**src/rtl/pwm_pkg.sv**
```systemverilog
// Shared audio constants used by the channel generators and the PWM output stage.
package pwm_pkg;
  localparam int AUDIO_SAMPLE_WIDTH = 9;
  localparam int PWM_PERIOD_DEFAULT = 511;
endpackage

```
**src/rtl/pwm_period_counter.sv**
```systemverilog
// Free-running PWM period counter: counts 0..PERIOD and flags the wrap cycle.
module pwm_period_counter
  import pwm_pkg::*;
#(
  parameter int WIDTH  = AUDIO_SAMPLE_WIDTH,
  parameter int PERIOD = PWM_PERIOD_DEFAULT
) (
  input  logic             i_clk,
  input  logic             i_rst,
  output logic [WIDTH-1:0] o_count,
  output logic             o_wrap
);
  localparam logic [WIDTH-1:0] LAST = WIDTH'(PERIOD);

  assign o_wrap = (o_count == LAST);

  always_ff @(posedge i_clk or posedge i_rst) begin
    if (i_rst) begin
      o_count <= '0;
    end else if (o_wrap) begin
      o_count <= '0;
    end else begin
      o_count <= o_count + WIDTH'(1);
    end
  end
endmodule

```
**src/rtl/pwm_dac_output.sv**
```systemverilog
// PWM output stage: double-buffered duty sample, glitch-free period-aligned
// updates, registered pin drive, period strobe and sticky underrun flag.
module pwm_dac_output
  import pwm_pkg::*;
#(
  parameter int WIDTH  = AUDIO_SAMPLE_WIDTH,
  parameter int PERIOD = PWM_PERIOD_DEFAULT
) (
  input  logic             i_clk,
  input  logic             i_rst,
  input  logic [WIDTH-1:0] i_sample,
  input  logic             i_sample_valid,
  output logic             o_sample_ready,
  input  logic             i_clear_underrun,
  output logic             o_pwm,
  output logic             o_period_start,
  output logic             o_underrun
);
  logic [WIDTH-1:0] r_count;
  logic             w_wrap;
  logic [WIDTH-1:0] r_active;
  logic [WIDTH-1:0] r_pending;
  logic             r_pending_full;
  logic             r_primed;
  logic             w_transfer;

  pwm_period_counter #(
    .WIDTH (WIDTH),
    .PERIOD(PERIOD)
  ) u_counter (
    .i_clk  (i_clk),
    .i_rst  (i_rst),
    .o_count(r_count),
    .o_wrap (w_wrap)
  );

  assign o_sample_ready = !r_pending_full;
  assign w_transfer     = i_sample_valid && !r_pending_full;

  always_ff @(posedge i_clk or posedge i_rst) begin
    if (i_rst) begin
      r_active       <= '0;
      r_pending      <= '0;
      r_pending_full <= 1'b0;
      r_primed       <= 1'b0;
      o_pwm          <= 1'b0;
      o_period_start <= 1'b0;
      o_underrun     <= 1'b0;
    end else begin
      o_pwm          <= (r_count < r_active);
      o_period_start <= (r_count == '0);

      // A transfer can only land while pending is empty, so it never races the load.
      if (w_wrap && r_pending_full) begin
        r_active       <= r_pending;
        r_pending_full <= 1'b0;
        r_primed       <= 1'b1;
      end else if (w_transfer) begin
        r_pending      <= i_sample;
        r_pending_full <= 1'b1;
      end

      // Set has priority over a simultaneous clear.
      if (w_wrap && !r_pending_full && r_primed) begin
        o_underrun <= 1'b1;
      end else if (i_clear_underrun) begin
        o_underrun <= 1'b0;
      end
    end
  end
endmodule

```
**config.mk**
```make
export PLATFORM = sky130hd
export DESIGN_NAME = pwm_dac_output
export DESIGN_NICKNAME = d
export VERILOG_FILES = /design/src/rtl/pwm_pkg.sv /design/src/rtl/pwm_period_counter.sv /design/src/rtl/pwm_dac_output.sv
export SDC_FILE = /design/constraint.sdc
export NUM_CORES = 1
export LEC_CHECK = 0
export BUFFER_PORTS_ARGS = -buffer_cell sky130_fd_sc_hd__buf_2
export CELL_PAD_IN_SITES_DETAIL_PLACEMENT = 1
export CELL_PAD_IN_SITES_GLOBAL_PLACEMENT = 1
export CORE_UTILIZATION = 46
export DETAILED_ROUTE_END_ITERATION = 7
export GPL_TIMING_DRIVEN = 0
export HOLD_SLACK_MARGIN = 0.03
export PLACE_DENSITY = 0.75
export SLEW_MARGIN = 20
export SYNTH_ARGS = -nofsm -noshare
export SYNTH_HDL_FRONTEND = slang
export SYNTH_HIERARCHICAL = 1
export SYNTH_SLANG_ARGS = --single-unit
```
**constraint.sdc**
```tcl
create_clock -name i_clk -period 2.1 [get_ports i_clk]
set_input_delay 0.21 -clock i_clk [delete_from_list [all_inputs] [get_ports i_clk]]
set_output_delay 0.21 -clock i_clk [all_outputs]
set_load 0.02 [all_outputs]
```
==> run metrics <==
outcome finished, final reports clean; switching share of power 0.2166; number of flops mapped to enable cells by yosys 0; asr flop ratio synth 1.000; final hold violations 0; met1 Use GR 0.2574; drt drc 0; max-slew violation count 0; row count 20; fin crit period 1981 ps; Final Skew 8.075 ps; Clock Path Buffers 2; met2 Use GR 0.3214; global routing usage on met3 0.07860; vias in the first global route between 1000 and 1500; multi-input logic area 644.4 um2; clk_lat worst skew 340 ps; Slew HR 0.4254; CP Data Required Time ~2300 ps; internal power 810.5 uW; combinational share of power 0.037; Post-DRT Antenna Nets 0; CTS buffer count 5; CTS tree done; crit path kind reg2reg; placed cells 182; initial antenna violation count 0; slew at the pin closest to its max-slew limit 860.9 ps; Post-Syn Nets 146; Top FF cell, synth dfrtp_1; final-layout fill cell count roughly 330; nets between 150 and 200; DIE HEIGHT 59.16 um; core area 3078 um2; Vias per Instance 5.110; CTS sink count 32; Die ar. 3499 um2; commonest non-fill, non-tap cell in the layout dfrtp_1; die width just under 60 um; Reg area 800.8 um2; htree depth 2; I/O Pins 17; Clock Pin Slew Worst Setup and Hold Paths 100 ps; routed vias approximately 1000; area grow syn2layout 13.74%; Max Cap Viol 0; post-route setup slack approximately 120 ps; startpoint type of the worst setup path register; Post-DP HPWL 2.112 mm; gr ovfl total 0; worst slack, placed 99.56 ps; final setup vio count 0; CP endpoint kind register; FMAX 504.8 MHz; register area share after synthesis 0.5329; Worst Path Arrival 2200 ps; cells after synthesis 122; IR drop worst, VDD around 0.44 mV; routed len/inst 15.13 um; synth unique cells 25; Yosys reg bits 32; GR peak layer met2; Leak ~0.84 nW; RSZ-0062 raised after global routing no; share of layout cells above drive strength 1 0.3061; Avg Inst Size Synth 12.32 um2; GRT Util Overall 0.2072; # diodes 0; CTS Root Cell clkbuf_4; final instance count without filler cells 191; Cell Area, Synth 1503 um2; hold crit path type in2reg; NetSw 224.1 uW; GP Congestion roughly 0.74; PD cells 605.3 nW/um2; 1st-pass router iterations 4; clock network fraction of design power 0.355; Syn. warnings 6; Post-Route Utilization 0.5553; Final Cycle Share 0.9433; flop-to-flop setup slack about 120 ps; port bufs 16; total wire length 2.889 mm; part of the power in registers 0.608; largest net degree at the start of global routing 24; DRT iter0 DRCs 58; Starting Density 0.4882; Total Neg Setup Slack 0 ps; first-pass GRT wire length 4.961 mm; Worst Path Max Fanout 10; most frequent cells in the layout dfrtp_1, buf_2, inv_1, ha_1
## worst max-delay path, stage by stage (launching register included)
cell,delay (ps)
dfrtp_1,460
ha_1,290
nand3_1,110
nor2_1,200
ha_2,280
nand2_2,190
mux2_2,330
## logic make-up (layout without fill, tap and decap cells)
family | after synthesis | count (layout) | share of synthesized area
AND/OR/NAND/NOR | 28 | 28 | 0.09908
XOR/XNOR | 3 | 3 | 0.01749
multiplexers | 18 | 18 | 0.1574
flip-flops | 32 | 32 | 0.5329
buffers and inverters | 14 | 39 | 0.03997
adder cells (fa/ha/maj) | 11 | 11 | 0.09159
AO/OA/AOI/OAI | 16 | 16 | 0.06162
## registers in the layout (all words and copies together) (netlist names)
name,flops
o_underrun,1
r_active,9
r_pending_full,1
u_counter/o_count,9
o_pwm,1
o_period_start,1
r_pending,9
r_primed,1
## power by group through the flow
stage          Sequential, mW  Clock [mW]  Combinational, mW
2_1_floorplan           0.640           0             0.0228
3_3_place_gp            0.641           0             0.0366
3_5_place_dp            0.641           0             0.0382
4_1_cts                 0.630       0.382             0.0396
5_1_grt                 0.631       0.403             0.0436
6_report                0.629       0.367             0.0381
## metrics by stage
stage / total power, mW / hold slack, ps / area, um2
finish: 1.035 / 96.32 / 1709
global route: 1.077 / 82.84 / 1709
floorplan: 0.6625 / 37.92 / 1503
detailed placement: 0.6795 / 194.9 / 1638
global placement: 0.6773 / 191.0 / 1638
CTS: 1.052 / 83.74 / 1707
## repair_timing
item                                    4_1_cts  5_1_grt
endpoints found under the setup margin        0        9
hold buffers                                  1        0
buffers inserted                              0        0
gates resized for setup                       0        1
hold endpoints to repair                      9        0
## layout make-up
type,count,area share
sequential,32,0.4685
timing repair buffer,17,0.05271
buffer,1,0.006589
multi-input combinational,76,0.3770
clock buffer,8,0.03441
inverter,13,0.02855
tap,44,0.03221
## worst paths after layout
check                                       end                 start  cells after the start
setup / recovery                    r_active[2]  u_counter/o_count[0]                      6
hold / removal                     r_pending[6]           i_sample[6]                      2
setup reg to reg                    r_active[2]  u_counter/o_count[0]                      6
hold reg to reg                        r_primed              r_primed                      1
max in group asynchronous          r_pending[4]                 i_rst                      3
min in group asynchronous  u_counter/o_count[4]                 i_rst                      3
## metal layers
layer	share of wire	vias up
met2	0.50	12
met4	0.019	0
met1	0.45	491
li1	-	468
met3	0.036	5
met5	0	-
## cell usage after synthesis, types with 2 or more instances
master / number / share of area
dfrtp_1: 32 / 0.53
inv_1: 13 / 0.032
ha_1: 11 / 0.092
mux2_2: 9 / 0.067
mux2_4: 9 / 0.090
a21oi_1: 7 / 0.023
nand2_1: 6 / 0.015
nor2_1: 6 / 0.015
o21ai_0: 5 / 0.017
nand3_1: 3 / 0.010
or3_1: 3 / 0.012
nand4_1: 2 / 0.0083
nor2b_1: 2 / 0.0083
nor4_1: 2 / 0.0083
xor2_1: 2 / 0.012
(Power assumes the default switching activity.)
